[config.mk]
export PLATFORM = sky130hd
export DESIGN_NAME = eth_tx_framer
export DESIGN_NICKNAME = d
export VERILOG_FILES = /design/src/rtl/eth_pkg.sv /design/src/rtl/eth_crc32_d8.sv /design/src/rtl/eth_tx_framer.sv
export SDC_FILE = /design/constraint.sdc
export NUM_CORES = 1
export LEC_CHECK = 0
export ABC_AREA = 1
export ABC_CLOCK_PERIOD_IN_PS = 2100
export CORE_MARGIN = 4
export CORE_UTILIZATION = 30
export DETAILED_ROUTE_END_ITERATION = 10
export GPL_ROUTABILITY_DRIVEN = 1
export PLACE_DENSITY = 0.54
export RECOVER_POWER = 25
export SYNTH_ARGS = -nofsm -noshare
export SYNTH_HDL_FRONTEND = slang
export SYNTH_HIERARCHICAL = 1
export SYNTH_SLANG_ARGS = --single-unit
[constraint.sdc]
create_clock -name clk -period 2.1 [get_ports clk]
set_input_delay 0.42 -clock clk [delete_from_list [all_inputs] [get_ports clk]]
set_output_delay 0.42 -clock clk [all_outputs]
set_load 0.05 [all_outputs]
[src/rtl/eth_pkg.sv]
// Shared Ethernet constants: preamble/SFD bytes, frame limits, CRC-32
// parameters, RGMII control encodings and the TX framer state encoding.
package eth_pkg;

    localparam logic [7:0]  PREAMBLE_BYTE = 8'h55;
    localparam logic [7:0]  SFD_BYTE      = 8'hD5;

    // Minimum frame length before FCS (64-byte frame minus 4-byte FCS)
    localparam logic [10:0] MIN_FRAME     = 11'd60;

    localparam logic [31:0] CRC_POLY      = 32'h04C11DB7;
    localparam logic [31:0] CRC_RESIDUE   = 32'hC704DD7B;
    localparam logic [31:0] CRC_PRESET    = 32'hFFFFFFFF;

    // RGMII ctl: bit 0 = TX_EN, bit 1 = TX_EN ^ TX_ER
    localparam logic [1:0]  CTL_IDLE      = 2'b00;
    localparam logic [1:0]  CTL_DATA      = 2'b11;
    localparam logic [1:0]  CTL_ERR       = 2'b01;

    typedef enum logic [2:0] {
        ST_IDLE,
        ST_PREAMBLE,
        ST_DATA,
        ST_PAD,
        ST_FCS,
        ST_IFG,
        ST_DRAIN
    } state_e;

    // Bit-reverse a 32-bit word (normal <-> reflected polynomial form)
    function automatic logic [31:0] reflect32(input logic [31:0] v);
        logic [31:0] r;
        for (int i = 0; i < 32; i++) begin
            r[i] = v[31-i];
        end
        return r;
    endfunction

endpackage

[src/rtl/eth_crc32_d8.sv]
// Combinational reflected CRC-32 update for one byte (LSB-first bit order).
// Shared between the TX framer and the receive FCS checker.
module eth_crc32_d8
    import eth_pkg::*;
(
    input  logic [31:0] crc_in,
    input  logic [7:0]  data_in,
    output logic [31:0] crc_out
);

    localparam logic [31:0] POLY_REFL = reflect32(CRC_POLY);

    // Eight unrolled shift/XOR steps, data folded into the low byte first
    always_comb begin
        logic [31:0] c;
        c = crc_in ^ {24'h000000, data_in};
        for (int i = 0; i < 8; i++) begin
            c = c[0] ? ((c >> 1) ^ POLY_REFL) : (c >> 1);
        end
        crc_out = c;
    end

endmodule

[src/rtl/eth_tx_framer.sv]
// Byte-wide Ethernet TX framer feeding the RGMII DDR output multiplexer.
// Adds preamble/SFD and inter-frame gap; aborts on underrun or oversize.
// Build option ETH_TX_FCS_EN: when defined, pads to 60 bytes and appends
// the FCS; when undefined the source supplies padded frames with FCS.
module eth_tx_framer
    import eth_pkg::*;
#(
    parameter int MAX_LEN   = 1514,
    parameter int IFG_BYTES = 12
) (
    input  logic        clk,
    input  logic        nreset,
    input  logic [7:0]  in_data,
    input  logic        in_valid,
    input  logic        in_last,
    output logic        in_ready,
    output logic [7:0]  phy_tx_mux_data,
    output logic [1:0]  phy_tx_mux_ctl,
    output logic [15:0] frame_count,
    output logic [15:0] error_count
);

    localparam logic [10:0] MAX_LEN_L = 11'(MAX_LEN);
    // The first IFG cycle still shows the final frame byte from the output
    // register, so the state lasts one extra cycle to give IFG_BYTES idles.
    localparam logic [7:0]  IFG_LAST  = 8'(IFG_BYTES);

    state_e      state_q, state_d;
    logic [7:0]  cnt_q, cnt_d;
    logic [10:0] len_q, len_d;
    logic [7:0]  data_q, data_d;
    logic [1:0]  ctl_q, ctl_d;
    logic [15:0] frame_cnt_q, frame_cnt_d;
    logic [15:0] err_cnt_q, err_cnt_d;

`ifdef ETH_TX_FCS_EN
    logic [31:0] crc_q, crc_d, crc_next;
    logic [7:0]  crc_byte;

    assign crc_byte = (state_q == ST_PAD) ? 8'h00 : in_data;

    eth_crc32_d8 u_crc (
        .crc_in  (crc_q),
        .data_in (crc_byte),
        .crc_out (crc_next)
    );
`endif

    assign in_ready        = (state_q == ST_DATA) || (state_q == ST_DRAIN);
    assign phy_tx_mux_data = data_q;
    assign phy_tx_mux_ctl  = ctl_q;
    assign frame_count     = frame_cnt_q;
    assign error_count     = err_cnt_q;

    // Next state and the byte/ctl to present on the following cycle
    always_comb begin
        state_d     = state_q;
        cnt_d       = cnt_q;
        len_d       = len_q;
        data_d      = 8'h00;
        ctl_d       = CTL_IDLE;
        frame_cnt_d = frame_cnt_q;
        err_cnt_d   = err_cnt_q;
`ifdef ETH_TX_FCS_EN
        crc_d       = crc_q;
`endif
        case (state_q)
            ST_IDLE: begin
                if (in_valid) begin
                    state_d = ST_PREAMBLE;
                    cnt_d   = 8'd1;
                    data_d  = PREAMBLE_BYTE;
                    ctl_d   = CTL_DATA;
                end
            end
            ST_PREAMBLE: begin
                ctl_d = CTL_DATA;
                if (cnt_q == 8'd7) begin
                    data_d  = SFD_BYTE;
                    state_d = ST_DATA;
                    len_d   = 11'd0;
`ifdef ETH_TX_FCS_EN
                    crc_d   = CRC_PRESET;
`endif
                end else begin
                    data_d = PREAMBLE_BYTE;
                    cnt_d  = cnt_q + 8'd1;
                end
            end
            ST_DATA: begin
                if (in_valid) begin
                    len_d  = len_q + 11'd1;
                    data_d = in_data;
                    ctl_d  = CTL_DATA;
`ifdef ETH_TX_FCS_EN
                    crc_d  = crc_next;
`endif
                    if (in_last) begin
                        cnt_d = 8'd0;
`ifdef ETH_TX_FCS_EN
                        state_d = (len_d < MIN_FRAME) ? ST_PAD : ST_FCS;
`else
                        state_d     = ST_IFG;
                        frame_cnt_d = frame_cnt_q + 16'd1;
`endif
                    end else if (len_d == MAX_LEN_L) begin
                        ctl_d     = CTL_ERR;
                        err_cnt_d = err_cnt_q + 16'd1;
                        state_d   = ST_DRAIN;
                    end
                end else begin
                    // Underrun: flag TX_ER for one byte time and abandon the frame
                    ctl_d     = CTL_ERR;
                    err_cnt_d = err_cnt_q + 16'd1;
                    state_d   = ST_DRAIN;
                end
            end
`ifdef ETH_TX_FCS_EN
            ST_PAD: begin
                ctl_d = CTL_DATA;
                crc_d = crc_next;
                len_d = len_q + 11'd1;
                if (len_d == MIN_FRAME) begin
                    state_d = ST_FCS;
                    cnt_d   = 8'd0;
                end
            end
            ST_FCS: begin
                // Shift the CRC out low byte first, complemented
                ctl_d  = CTL_DATA;
                data_d = ~crc_q[7:0];
                crc_d  = {8'h00, crc_q[31:8]};
                if (cnt_q == 8'd3) begin
                    state_d     = ST_IFG;
                    cnt_d       = 8'd0;
                    frame_cnt_d = frame_cnt_q + 16'd1;
                end else begin
                    cnt_d = cnt_q + 8'd1;
                end
            end
`endif
            ST_DRAIN: begin
                if (in_valid && in_last) begin
                    state_d = ST_IFG;
                    cnt_d   = 8'd0;
                end
            end
            ST_IFG: begin
                if (cnt_q == IFG_LAST) begin
                    state_d = ST_IDLE;
                end else begin
                    cnt_d = cnt_q + 8'd1;
                end
            end
            default: begin
                state_d = ST_IDLE;
            end
        endcase
    end

    // State, counters and registered PHY outputs; reset forces idle at once
    always_ff @(posedge clk or negedge nreset) begin
        if (!nreset) begin
            state_q     <= ST_IDLE;
            cnt_q       <= 8'd0;
            len_q       <= 11'd0;
            data_q      <= 8'h00;
            ctl_q       <= CTL_IDLE;
            frame_cnt_q <= 16'd0;
            err_cnt_q   <= 16'd0;
        end else begin
            state_q     <= state_d;
            cnt_q       <= cnt_d;
            len_q       <= len_d;
            data_q      <= data_d;
            ctl_q       <= ctl_d;
            frame_cnt_q <= frame_cnt_d;
            err_cnt_q   <= err_cnt_d;
        end
    end

`ifdef ETH_TX_FCS_EN
    // Running CRC register
    always_ff @(posedge clk or negedge nreset) begin
        if (!nreset) begin
            crc_q <= CRC_PRESET;
        end else begin
            crc_q <= crc_d;
        end
    end
`endif

endmodule

==> run summary, run 1 <==
Startpoint types - register
Hold bufs inserted after CTS - 0
Post-route total power - 5249 uW
Cell Chain, Critical Path - clkdlybuf4s50_1
Fraction of registers with async set/reset - 1.000
Final worst path period need - 2.040 ns
Actual transition at the worst max-transition pin - 0.8603 ns
Nets - 511
Post-route clock period utilization - 0.9716
Critical Path Sink Type - output port
Area of the core - 11420 um2
CTS Buf Count - 9
Post-synthesis sequential area ratio - 0.4571
Stages on worst setup path - 1
Vias in the first global route - 3010
First-pass GRT wire length - 13.76 mm
Vert. Die Dim - 116.1 um
Post-route antenna net violation count - 0
Highest fanout seen on the critical path - 5
Number of antenna cells inserted - 0
Number of distinct library cell variants in the gate-level netlist after synthesis - 33
Clock sink count - 64
Synthesized area - 3503 um2
DRC violations left - 0
Mean area per synthesized cell - 8.205 um2
Setup repair after global routing missed its margin - no
Initial DRT Pass Iterations - 6
Achievable frequency - 490.1 MHz
Setup tns final - 0 ns
Detailed-placement wirelength estimate - 5.963 mm
# Post-CTS Setup Buffers - 0
Hold violation count in the final report - 0
Detailed-route via count - 2926
Arrival time reported for the critical path endpoint - 1.62 ns
Placer's final routability congestion estimate - 0.8050
Sum of overflow across all layers after global routing - 0
CP peak stage delay - 0.84 ns
Total track usage - 0.1278
Root Buffer - sky130_fd_sc_hd__clkbuf_16
Crit Reg-Reg Startpoint - len_q[1]
Number of enable-type register cells in the synthesized netlist - 0
Initial DRC Count - 122
Count of warnings emitted by yosys - 6
Die footprint - 13470 um2
Reg-to-reg endpoint - error_count[0]
Max-Slew Margin vs Limit - 0.4265
Port-buffer cells - 54
Final core utilization - 0.4029
FILL cells - 1184
Top Ports - 55
Main synth FF type - sky130_fd_sc_hd__dfrtp_1
Worst endpoint required time - 1.68 ns
Area growth, synth to finish - 31.32%
Final non-filler cell area - 4601 um2
Wire length per cell - 12.43 um
Effective utilization at floorplan - 0.3068
Type of the worst setup path - reg2out
Clock Pin Slew Worst Setup and Hold Paths - 0.06 ns
Kind of cell adding the most delay to the critical path - buffers and inverters
Final clock skew - 0.009193 ns
Cell row count - 39
Die Wd - 116.1 um
Max-cap check violation count - 0
Result of the run - completed
Fin. max-slew vios - 0
Worst-case register-to-register setup slack - 0.22 ns
Worst min path class - in2async
Count of mapped cells out of synthesis - 427
Largest cells by area after synthesis - sky130_fd_sc_hd__dfrtp_1 46%, sky130_fd_sc_hd__nand2_1 14%, sky130_fd_sc_hd__nand3_1 5.0%
Cell Pwr Density - 1141 nW/um2
Total of endpoints with negative setup slack in the final report - 0
Via-to-Cell Ratio - 4.565
Critical path's slowest cell - sky130_fd_sc_hd__clkdlybuf4s50_1
Mapped Nets - 445
Depth of the CTS H-tree - 3
CP Launch Point - frame_count[8]
Cells on worst reg2reg path - 12
Synth Register Bits - 64
Final WL - 7.968 mm
Antenna violations before repair - 0
LEAKAGE - 0.002140 uW
Combined buffer and inverter count along the critical path - 1
Number of cells in the finished layout apart from fillers - 641
Area share of the largest cell type after synthesis - 0.4571
Dominant cell by count in the synthesized netlist - sky130_fd_sc_hd__nand2_1
Cells after DPL - 625
Maximum vdd drop - 0.7419 mV
CTS tree - built
Synth cell count leaders - 130 x sky130_fd_sc_hd__nand2_1, 64 x sky130_fd_sc_hd__dfrtp_1, 41 x sky130_fd_sc_hd__inv_1
Top cell type by total area after synthesis - sky130_fd_sc_hd__dfrtp_1
Placed Area - 4245 um2
Share of cells above drive strength 1 - 0.1225
Worst-skew pair later-pin latency - 0.33 ns
Maximum number of pins on one net before global-route repair - 50
Maximum buffer depth of the clock tree - 2
[through the flow]
stage	setup slack, ns	hold WS, ns
floorplan	0.03922	0.1244
global placement	0.1187	0.3747
detailed placement	0.04340	0.3643
CTS	0.02364	0.01530
global route	0.002495	0.2605
finish	0.05971	0.1801
[state kept, by name, indices dropped and copies added, names as in the netlist]
| register | count |
|---|---|
| error_count | 16 |
| state_q | 3 |
| phy_tx_mux_ctl | 2 |
| phy_tx_mux_data | 8 |
| len_q | 11 |
| frame_count | 16 |
| cnt_q | 8 |
[report_power, final]
part	internal, uW	leakage (uW)	switching, uW
registers	1460	0.000847	259
clock network	1160	0.000170	566
logic	616	0.00112	1190
total	3230	0.00214	2010
[final cells by class]
type	count	area [um2]	share of cell area
Sequential cell	64	1602	0.3481
Multi-Input combinational cell	310	1698	0.3691
Tap cell	143	178.9	0.03889
Inverter	46	172.7	0.03753
Clock inverter	7	117.6	0.02556
Timing Repair Buffer	62	606.8	0.1319
Clock buffer	9	225.2	0.04895
[layout by cell type (no fill, tap or decap), drive strengths merged]
| master | count |
|---|---|
| nand2 | 139 |
| dfrtp | 64 |
| clkdlybuf4s50 | 49 |
| inv | 48 |
| nor2 | 40 |
| nand3 | 38 |
| o21ai | 21 |
| xor2 | 18 |
| xnor2 | 16 |
| nor3 | 12 |
| clkbuf | 11 |
| buf | 9 |
| ha | 6 |
| o22ai | 5 |
| nand4 | 5 |
| bufinv | 3 |
| nand3b | 2 |
| o31ai | 2 |
| clkinv | 2 |
| dlymetal6s2s | 2 |
| nor3b | 2 |
| o211ai | 1 |
| a31oi | 1 |
| nor4 | 1 |
| a21oi | 1 |
[worst reg2reg max path, stage by stage (launching register included)]
cell                       delay (ns)
sky130_fd_sc_hd__dfrtp_1         0.43
sky130_fd_sc_hd__ha_4            0.18
sky130_fd_sc_hd__nand3_2         0.12
sky130_fd_sc_hd__nor2_2          0.15
sky130_fd_sc_hd__nand2_1         0.07
sky130_fd_sc_hd__nand2_1         0.06
sky130_fd_sc_hd__nand2_1         0.07
sky130_fd_sc_hd__nor2_2          0.10
sky130_fd_sc_hd__nand3_2         0.15
sky130_fd_sc_hd__nand2_4         0.13
sky130_fd_sc_hd__buf_4           0.19
sky130_fd_sc_hd__nand3b_1        0.09
sky130_fd_sc_hd__nand2_1         0.07
[per-layer routing]
layer	track usage	vias up	share of wire
li1	-	1496	-
met1	0.1644	1363	0.47
met2	0.2091	63	0.47
met3	0.02924	4	0.051
met4	0.04950	0	0.010
met5	0	-	0
[cell families (layout without fill, tap and decap cells)]
group / Yosys count / after routing / synth area share
compound gates: 31 / 31 / 0.05285
flops: 64 / 64 / 0.4571
buf+inv: 53 / 124 / 0.06428
simple gates: 239 / 239 / 0.3193
xor+xnor: 34 / 34 / 0.08500
fa+ha+maj: 6 / 6 / 0.02143
[how the worst max path moves through the flow]
stage / to / slack [ns]
3_3_place_gp: frame_count[11] / 0.12
6_report: frame_count[8] / 0.06
4_1_cts: frame_count[10] / 0.02
5_1_grt: frame_count[7] / 0.002
2_1_floorplan: cnt_q[1] / 0.04
3_5_place_dp: frame_count[11] / 0.04
[timing repair]
item | in CTS | in global routing
resized for setup | 0 | 5
setup endpoints to repair | 0 | 18
hold endpoints to repair | 0 | 0
Power figures use the tool's default switching activity.
==> inputs of run 2 (changes only) <==
--- a/config.mk
+++ b/config.mk
@@ -7,7 +7,6 @@
 export LEC_CHECK = 0
 export ABC_AREA = 1
 export ABC_CLOCK_PERIOD_IN_PS = 2100
-export CORE_MARGIN = 4
 export CORE_UTILIZATION = 30
 export DETAILED_ROUTE_END_ITERATION = 10
 export GPL_ROUTABILITY_DRIVEN = 1
==> run 2 against run 1 <==
Compared with the run above: sequential power is essentially flat; count of clock-buffer cells in the layout is the same; critical path type unchanged; combinational power about the same; non-clock buffer count is the same; highest routed layer unchanged; largest power group unchanged; largest cell class unchanged.
==> run summary, run 2 (synthesis gave the netlist of run 1 again) <==
Post-route antenna net violation count - 0 (unchanged)
Switching share of total power - 0.3916 (+0.007853)
Vias in the first global route - 2843 (-5.5%)
Effective utilization at floorplan - 0.3068 (unchanged)
CTS Buf Count - 9 (unchanged)
CTS tree - built
Maximum buffer depth of the clock tree - 2 (unchanged)
Setup repair after global routing missed its margin - no
Setup tns final - 0 ns (unchanged)
Post-route clock period utilization - 0.9667 (-0.004845)
Wire length per cell - 12.21 um (-1.8%)
Vert. Die Dim - 110.1 um (-5.2%)
Depth of the CTS H-tree - 3 (unchanged)
Clock Pin Slew Worst Setup and Hold Paths - 0.06 ns (about the same)
Worst min path class - in2async
Top Ports - 55 (unchanged)
Kind of cell adding the most delay to the critical path - buffers and inverters
Antenna violations before repair - 0 (unchanged)
Share of cells above drive strength 1 - 0.1225 (unchanged)
Initial DRC Count - 99 (-19%)
Detailed-route via count - 2964 (+1.3%)
Die footprint - 12110 um2 (-10%)
Area of the core - 11420 um2 (unchanged)
Max-cap check violation count - 0 (unchanged)
Hold Worst Slack - 0.2777 ns (+0.09762 ns)
Placed Area - 4245 um2 (unchanged)
Total of endpoints with negative setup slack in the final report - 0 (unchanged)
Worst-skew pair later-pin latency - 0.32 ns (about the same)
Initial DRT Pass Iterations - 4 (-2)
Number of antenna cells inserted - 0 (unchanged)
Area growth, synth to finish - 30.89%
Cell row count - 39 (unchanged)
Via-to-Cell Ratio - 4.624 (+1.3%)
Nets - 511 (unchanged)
Cell internal power dissipation - 3120 uW (-3.5%)
Part of the total power dissipated in sequential elements - 0.333 (+0.006)
Total track usage - 0.1433 (+0.01557)
Arrival time reported for the critical path endpoint - 1.61 ns (about the same)
Critical path's slowest cell - sky130_fd_sc_hd__clkdlybuf4s50_1
Cell Chain, Critical Path - clkdlybuf4s50_1
# Post-CTS Setup Buffers - 0 (unchanged)
Result of the run - completed
Most common cell after layout, fill and taps aside - sky130_fd_sc_hd__nand2_1
Final worst path period need - 2.030 ns (-0.01017 ns)
Fin. max-slew vios - 0 (unchanged)
Hold violation count in the final report - 0 (unchanged)
Actual transition at the worst max-transition pin - 1.084 ns (+0.2239 ns)
Maximum number of pins on one net before global-route repair - 46 (-8.0%)
Final core utilization - 0.4016 (-0.001315)
Hold bufs inserted after CTS - 0 (unchanged)
CP peak stage delay - 0.84 ns (about the same)
First-pass GRT wire length - 13.48 mm (-2.0%)
Startpoint types - register
Port-buffer cells - 54 (unchanged)
Die Wd - 110.1 um (-5.2%)
Combined buffer and inverter count along the critical path - 1 (unchanged)
Max-Slew Margin vs Limit - 0.2772 (-0.1493)
LEAKAGE - 0.002154 uW (+0.65%)
Clock sink count - 64 (unchanged)
Reported net switching power - 2008 uW (-0.29%)
Type of the worst setup path - reg2out
Achievable frequency - 492.6 MHz (+0.50%)
Highest fanout seen on the critical path - 5 (unchanged)
Root Buffer - sky130_fd_sc_hd__clkbuf_16
Commonest non-fill, non-tap cells in the layout - 130 x sky130_fd_sc_hd__nand2_1, 64 x sky130_fd_sc_hd__dfrtp_1, 47 x sky130_fd_sc_hd__clkdlybuf4s50_1
Worst endpoint required time - 1.68 ns (about the same)
Maximum vdd drop - 0.6360 mV (-14%)
Final WL - 7.827 mm (-1.8%)
Detailed-placement wirelength estimate - 5.694 mm (-4.5%)
Cell Pwr Density - 1118 nW/um2 (-2.0%)
Final clock skew - 0.006140 ns (-0.003054 ns)
Sum of overflow across all layers after global routing - 0 (unchanged)
Final non-filler cell area - 4586 um2 (-0.33%)
Placer's final routability congestion estimate - 0.7853 (-2.4%)
Critical Path Sink Type - output port
Power share of the clock group - 0.318 (-0.011)
DRC violations left - 0 (unchanged)
Logic pwr share - 0.350 (+0.006)
run 2: repair_timing:
item	in CTS	in global routing
resized for setup	0	7
endpoints found under the setup margin	0	20
hold endpoints to repair	0	0
run 2: final cells by class:
class                   instances  area, um2
clock buffers                   9      225.2
clock inverters                 7      102.6
fillers                      1165       6833
inverters                      46      172.7
multi-input cells             310       1693
flip-flops and latches         64       1602
well taps                     143      178.9
repair buffers                 62      611.8
run 2: worst paths after layout:
kind                                       from               to  slack, ns  cells past startpoint
worst min-delay path                     nreset         cnt_q[2]       0.28                      1
worst max-delay path             error_count[1]   error_count[1]       0.07                      1
max in group asynchronous                nreset  error_count[15]       0.53                      2
min in group clk                frame_count[14]  frame_count[14]       0.50                      1
worst max register to register         len_q[1]   error_count[3]       0.22                     12
worst min register to register  frame_count[14]  frame_count[14]       0.50                      1
run 2: power by group through the flow:
stage | logic (uW) | clock network [uW] | registers [uW]
5_1_grt | 1980 | 1740 | 1740
4_1_cts | 1810 | 1670 | 1710
2_1_floorplan | 744 | 0 | 2180
3_3_place_gp | 1800 | 0 | 1710
6_report | 1790 | 1630 | 1710
3_5_place_dp | 1810 | 0 | 1730
run 2: per-layer routing:
metal,global-route usage,up-vias,wire length (um)
met5,0,-,0
met4,0.06857,0,101
met3,0.02587,4,261
met2,0.2165,64,3593
met1,0.1973,1404,3871
li1,-,1492,-
run 2: metrics by stage:
step / power [uW] / setup slack, ns / instances
after floorplan: 2920 / 0.03922 / 427
after global placement: 3514 / 0.1063 / 625
after detailed placement: 3533 / 0.01748 / 625
after CTS: 5196 / 0.03381 / 641
after global routing: 5457 / 0.004627 / 641
final: 5128 / 0.06988 / 641
